--- src/rtl/dmem_pkg.sv ---
// ---------------------------------------------------------------------------
// dmem_pkg
// Shared definitions for the data-memory responder: FSM state encoding,
// latency counter width and default geometry/latency.
// ---------------------------------------------------------------------------
package dmem_pkg;

    // Responder FSM: accept in IDLE, count down in WAIT, complete in DONE.
    typedef enum logic [1:0] {
        ST_IDLE = 2'd0,
        ST_WAIT = 2'd1,
        ST_DONE = 2'd2
    } dmem_state_e;

    // Wide enough for LATENCY-2 with LATENCY up to 15.
    localparam int unsigned CNT_W = 4;

    localparam int unsigned DEFAULT_LATENCY = 2;
    localparam int unsigned DEFAULT_DEPTH   = 64;

endpackage

--- src/rtl/dmem_array.sv ---
// ---------------------------------------------------------------------------
// dmem_array
// DEPTH x 32-bit word storage with one synchronous write port and one
// combinational read port. The parent registers the read result.
//
// Ports:
//   clk_i      clock; writes happen on the rising edge
//   we_i       write enable
//   windex_i   word index for the write
//   wdata_i    write data
//   rindex_i   word index for the combinational read
//   rdata_o    read data (combinational from rindex_i)
// ---------------------------------------------------------------------------
module dmem_array
    import dmem_pkg::*;
#(
    parameter int unsigned DEPTH = DEFAULT_DEPTH
) (
    input  logic                     clk_i,
    input  logic                     we_i,
    input  logic [$clog2(DEPTH)-1:0] windex_i,
    input  logic [31:0]              wdata_i,
    input  logic [$clog2(DEPTH)-1:0] rindex_i,
    output logic [31:0]              rdata_o
);

    // No reset: contents survive a responder reset.
    logic [31:0] mem_q [DEPTH];

    always_ff @(posedge clk_i) begin
        if (we_i) begin
            mem_q[windex_i] <= wdata_i;
        end
    end

    assign rdata_o = mem_q[rindex_i];

endmodule

--- src/rtl/dmem_responder.sv ---
// ---------------------------------------------------------------------------
// dmem_responder
// Data-memory responder for the Memory stage. Accepts one word load or store
// per request, holds it for a fixed LATENCY, then pulses MemReadyM for one
// cycle with registered ReadData / MemErrM. MemStallM holds the upstream
// pipeline while an access is outstanding.
//
// Ports:
//   clk         clock
//   reset       asynchronous active-low reset (memory contents kept)
//   MemReqM     access request, held by the requester through DONE
//   MemWriteM   1 = store, 0 = load (sampled at acceptance)
//   ALUOutM     byte address (sampled at acceptance)
//   WriteDataM  store data (sampled at acceptance)
//   ReadData    load result, registered, valid with MemReadyM
//   MemReadyM   one-cycle completion pulse
//   MemErrM     misaligned-access flag, valid with MemReadyM
//   MemStallM   MemReqM & ~MemReadyM
// ---------------------------------------------------------------------------
module dmem_responder
    import dmem_pkg::*;
#(
    parameter int unsigned DEPTH   = DEFAULT_DEPTH,
    parameter int unsigned LATENCY = DEFAULT_LATENCY
) (
    input  logic        clk,
    input  logic        reset,
    input  logic        MemReqM,
    input  logic        MemWriteM,
    input  logic [31:0] ALUOutM,
    input  logic [31:0] WriteDataM,
    output logic [31:0] ReadData,
    output logic        MemReadyM,
    output logic        MemErrM,
    output logic        MemStallM
);

    localparam int unsigned IDX_W = $clog2(DEPTH);
    // Only the word index and byte offset of the address are kept.
    localparam int unsigned AW    = IDX_W + 2;
    localparam logic [CNT_W-1:0] CNT_INIT = CNT_W'((LATENCY > 1) ? (LATENCY - 2) : 0);

    if (LATENCY < 1 || LATENCY > 15) begin : g_bad_latency
        $error("dmem_responder: LATENCY must be in 1..15");
    end
    if (DEPTH < 4 || DEPTH > 4096 || (DEPTH & (DEPTH - 1)) != 0) begin : g_bad_depth
        $error("dmem_responder: DEPTH must be a power of two in 4..4096");
    end

    // -----------------------------------------------------------------------
    // State
    // -----------------------------------------------------------------------
    dmem_state_e      state_q, state_d;
    logic [CNT_W-1:0] cnt_q, cnt_d;
    logic [AW-1:0]    addr_q, addr_d;
    logic [31:0]      wdata_q, wdata_d;
    logic             write_q, write_d;
    logic [31:0]      rdata_q, rdata_d;
    logic             err_q, err_d;

    // -----------------------------------------------------------------------
    // Access selection
    // With LATENCY=1 the access completes on the acceptance edge, so the live
    // inputs must drive the read and the alignment check while in IDLE.
    // -----------------------------------------------------------------------
    logic [AW-1:0]    acc_addr;
    logic             acc_write;
    logic             acc_misaligned;
    logic [IDX_W-1:0] rindex;
    logic [31:0]      arr_rdata;
    logic             complete;

    assign acc_addr       = (state_q == ST_IDLE) ? ALUOutM[AW-1:0] : addr_q;
    assign acc_write      = (state_q == ST_IDLE) ? MemWriteM : write_q;
    assign acc_misaligned = (acc_addr[1:0] != 2'b00);
    assign rindex         = acc_addr[AW-1:2];

    // Upper address bits wrap by design.
    logic unused_addr;
    assign unused_addr = ^ALUOutM[31:AW];

    // -----------------------------------------------------------------------
    // Storage. The store commits on the edge that ends DONE, which is never
    // the same edge as the next acceptance.
    // -----------------------------------------------------------------------
    logic arr_we;
    assign arr_we = (state_q == ST_DONE) && write_q && (addr_q[1:0] == 2'b00);

    dmem_array #(
        .DEPTH (DEPTH)
    ) u_array (
        .clk_i    (clk),
        .we_i     (arr_we),
        .windex_i (addr_q[AW-1:2]),
        .wdata_i  (wdata_q),
        .rindex_i (rindex),
        .rdata_o  (arr_rdata)
    );

    // -----------------------------------------------------------------------
    // Next state
    // -----------------------------------------------------------------------
    always_comb begin
        state_d  = state_q;
        cnt_d    = cnt_q;
        addr_d   = addr_q;
        wdata_d  = wdata_q;
        write_d  = write_q;
        rdata_d  = rdata_q;
        err_d    = err_q;
        complete = 1'b0;

        unique case (state_q)
            ST_IDLE: begin
                if (MemReqM) begin
                    addr_d  = ALUOutM[AW-1:0];
                    wdata_d = WriteDataM;
                    write_d = MemWriteM;
                    if (LATENCY == 1) begin
                        state_d  = ST_DONE;
                        complete = 1'b1;
                    end else begin
                        state_d = ST_WAIT;
                        cnt_d   = CNT_INIT;
                    end
                end
            end
            ST_WAIT: begin
                if (cnt_q == '0) begin
                    state_d  = ST_DONE;
                    complete = 1'b1;
                end else begin
                    cnt_d = cnt_q - CNT_W'(1);
                end
            end
            ST_DONE: begin
                state_d = ST_IDLE;
            end
            default: begin
                state_d = ST_IDLE;
            end
        endcase

        // Result registers update only on DONE entry and hold until the next.
        if (complete) begin
            err_d   = acc_misaligned;
            rdata_d = (acc_write || acc_misaligned) ? 32'h0 : arr_rdata;
        end
    end

    always_ff @(posedge clk or negedge reset) begin
        if (!reset) begin
            state_q <= ST_IDLE;
            cnt_q   <= '0;
            addr_q  <= '0;
            wdata_q <= '0;
            write_q <= 1'b0;
            rdata_q <= '0;
            err_q   <= 1'b0;
        end else begin
            state_q <= state_d;
            cnt_q   <= cnt_d;
            addr_q  <= addr_d;
            wdata_q <= wdata_d;
            write_q <= write_d;
            rdata_q <= rdata_d;
            err_q   <= err_d;
        end
    end

    // -----------------------------------------------------------------------
    // Outputs
    // -----------------------------------------------------------------------
    assign ReadData  = rdata_q;
    assign MemErrM   = err_q;
    assign MemReadyM = (state_q == ST_DONE);
    assign MemStallM = MemReqM & ~MemReadyM;

endmodule
--- config.mk ---
export PLATFORM = sky130hd
export DESIGN_NAME = dmem_responder
export DESIGN_NICKNAME = d
export VERILOG_FILES = /design/src/rtl/dmem_pkg.sv /design/src/rtl/dmem_array.sv /design/src/rtl/dmem_responder.sv
export SDC_FILE = /design/constraint.sdc
export NUM_CORES = 2
export LEC_CHECK = 0
export BUFFER_PORTS_ARGS = -buffer_cell sky130_fd_sc_hd__buf_2
export CORE_ASPECT_RATIO = 0.9
export CORE_MARGIN = 2
export CORE_UTILIZATION = 50
export DETAILED_ROUTE_END_ITERATION = 8
export PLACE_DENSITY = 0.74
export SLEW_MARGIN = 40
export SYNTH_ARGS = -nofsm -noshare
export SYNTH_HDL_FRONTEND = slang
export SYNTH_SLANG_ARGS = --single-unit
--- constraint.sdc ---
create_clock -name clk -period 7.6 [get_ports clk]
set_input_delay 1.14 -clock clk [delete_from_list [all_inputs] [get_ports clk]]
set_output_delay 1.14 -clock clk [all_outputs]
set_load 0.02 [all_outputs]
==> reports/qor.csv <==
stage,metric,value,unit
yosys,post-synth net total,4989,
power,Power Total,38.56,mW
power,P_leak,30.09,nW
yosys,Synth area leader,edfxtp_1,
finish,Util after Layout,56.71,%
run,max_cap viols,0,
yosys,largest cells by area after synthesis,"edfxtp_1 74%, mux4_2 2.8%, mux2i_1 2.6%",
drt,Via Count,49126,
placement,Place WS,2.284,ns
sta,RSZ-0062 raised after global routing,no,
power,Flop pwr share,40.3,%
floorplanning,std cell rows,141,
yosys,"count leader, synth",edfxtp_1,
yosys,cell area after synthesis,82970,µm²
sta,Slew Limit Fails,0,
worst_setup_path,Worst Path Max Fanout,26,
floorplanning,Initial Util,50.46,%
global_routing,first-pass GRT wire length,332900,µm
floorplanning,core area,164400,µm²
yosys,syn_area_per_cell,16.87,µm²
sta,final-report setup violation count,0,
finish,nets,5110,
sta,Final period util,62.16,%
clock_tree,"CTS clk-pin slew, worst paths",0.06,ns
clock_tree,# hold bufs at CTS,0,
drt,number of DRC markers in iteration 0,8924,
sta,TNS Setup,0,ns
floorplanning,Die H,390.5,µm
power,power per cell area,413.5,nW/µm²
yosys,multiplexer area fraction after synthesis,7.606,%
yosys,commonest cells in the netlist,"2,048 x edfxtp_1, 520 x nand2_1, 212 x mux2i_1",
placement,hpwl dp,126400,µm
global_routing,vias in the first global route,47502,
clock_tree,clock buffer count from CTS,192,
sta,Fin. Hold Viols,0,
power,Sw Ratio,36.60,%
drt,DR pass1 iterations,7,
yosys,post-synthesis sequential element count,2128,
sta,final hold slack,0.2441,ns
yosys,synth warn,0,
sta,final clock skew,0.03500,ns
yosys,Synth top area share,74.12,%
power,Peak VDD IR,0.0004286,V
global_routing,Overflow after GRT,0,
worst_setup_path,Worst Setup End Kind,register,
drt,Detail Route Antenna Nets,0,
worst_hold_path,HP Class,in -> async,
global_routing,largest net degree at the start of global routing,97,
power,Logic pwr share,34.1,%
sta,Tmin final,4.724,ns
clock_tree,Clock Path Buffers,3,
clock_tree,post-CTS resize count,0,
finish,fill cell count,12090,
clock_tree,H-Tree Depth,4,
yosys,Synth Area in Adders,0.03016,%
yosys,largest family of logic cells by synthesized area,multiplexers,
yosys,Post-Synth Simple-Gate Area,6.463,%
sta,maximum clock rate,0.2117,GHz
finish,Area Overhead vs Synth,12.38,%
clock_tree,clk sinks,2128,
global_routing,initial antenna violation count,13,
yosys,sequential cell area fraction in the yosys report,76.53,%
finish,share of cells above drive strength 1,18.48,%
global_routing,GR Util All Layers,27.56,%
drt,DRC Markers,0,
clock_tree,# Post-CTS Setup Buffers,0,
yosys,Post-Synthesis Cells,4919,
yosys,Post-Synth XOR/XNOR Area,0.02111,%
yosys,dominant synthesized flop cell,edfxtp_1,
sta,Slew headroom,35.07,%
worst_setup_path,"Data arrival, critical path",5.48,ns
power,Pint,24.45,mW
floorplanning,die width,433.4,µm
power,Switch Pwr,14.11,mW
worst_setup_path,Worst Setup Path Type,reg -> reg,
yosys,synth unique cells,80,
clock_tree,root buffer cell,clkbuf_16,
sta,final worst slack,2.876,ns
worst_setup_path,Crit path required time,8.35,ns
sta,Slew @ Worst Pin,0.9613,ns
clock_tree,CTS tree,built,
worst_setup_path,Worst setup SP type,register,
yosys,Synth Area in Compound Gates,7.270,%
drt,Routed Wire Length,235500,µm
floorplanning,I/O Pins,103,
placement,RePlAce Congestion,0.8751,
clock_tree,"Clk Latency, worst-skew pair",0.84,ns
outcome,run status,"finished, final reports clean",
floorplanning,die area,169200,µm²
power,Clk pwr share,25.5,%
drt,vias per cell,6.623,
drt,WL per Instance,31.75,µm
yosys,Async SR Flop Fraction,3.759,%
placement,port buffer count,78,
yosys,"EDFF count, synth",2048,
==> routing by layer <==
metal / track usage (%) / part of all wire [%]
met1: 38.03 / 36
met2: 40.95 / 45
met3: 6.253 / 13
met4: 14.95 / 5.8
met5: 0 / 0.017
==> power by group through the flow <==
stage                     logic, mW  clock network [mW]  registers (mW)
after floorplan                7.58                   0            16.0
after global placement         12.3                   0            15.7
after detailed placement       12.7                   0            15.8
after CTS                      12.8                9.87            15.5
after global routing           13.7                10.3            15.6
final                          13.2                9.84            15.6
==> worst paths after layout <==
kind,end,start,slack (ns),cells past startpoint
setup / recovery,ReadData[12]$_DFFE_PN0P_,state_q[0]$_DFFE_PN0P_,2.88,8
hold / removal,wdata_q[8]$_DFFE_PN0P_,reset,0.24,1
setup reg to reg,ReadData[12]$_DFFE_PN0P_,state_q[0]$_DFFE_PN0P_,2.88,8
max in group asynchronous,ReadData[26]$_DFFE_PN0P_,reset,6.30,2
hold reg to reg,cnt_q[0]$_DFFE_PN0P_,cnt_q[0]$_DFFE_PN0P_,0.50,1
min in group clk,cnt_q[0]$_DFFE_PN0P_,cnt_q[0]$_DFFE_PN0P_,0.50,1
==> sequential cells by signal, summed over array words and instances, names as in the netlist <==
| signal | count |
|---|---|
| wdata_q | 32 |
| cnt_q | 4 |
| state_q | 2 |
| write_q | 1 |
| MemErrM | 1 |
| addr_q | 8 |
| ReadData | 32 |
| u_array.mem_q | 2048 |
==> through the flow <==
stage / instances / instance area, µm²
global route: 7414 / 93240
detailed placement: 7059 / 86790
CTS: 7408 / 93120
floorplan: 4919 / 82970
global placement: 7052 / 86570
finish: 7417 / 93250
==> worst max-delay path: stages (launching register included) <==
cell and delay [ns]:
dfrtp_2 0.76, or3b_1 0.69, and2_2 0.84, buf_4 0.47, buf_4 0.42, nand2_1 0.50
o32ai_1 0.62, nor3b_1 0.14, o21ai_1 0.13
==> layout make-up <==
class                   count  area [µm²]  area share [%]
clock inverters            87        1051           1.127
multi-input cells        2456       18590           19.93
well taps                2216        2773           2.973
diodes                      6       15.01         0.01610
clock buffers             262        5274           5.656
inverters                   6       22.52         0.02415
flip-flops and latches   2128       63550           68.16
repair buffers            256        1971           2.113
==> layout by cell type (no fill, tap or decap), types with 116 or more instances in the layout <==
cell / count
a211oi_1: 125
and3_1: 156
buf_4: 157
clkbuf_16: 197
edfxtp_1: 2048
mux2_2: 164
mux2i_1: 211
nand2_1: 518
nand3_1: 153
o22ai_1: 116
==> cell families (layout without fill, tap and decap cells) <==
kind of cell,after synthesis,after routing
buffers and inverters,335,611
other,0,6
AO/OA/AOI/OAI,821,821
adder cells (fa/ha/maj),2,2
XOR/XNOR,2,2
multiplexers,480,480
AND/OR/NAND/NOR,1151,1151
flip-flops,2128,2128
No activity file was read; power rests on OpenSTA's default activity.
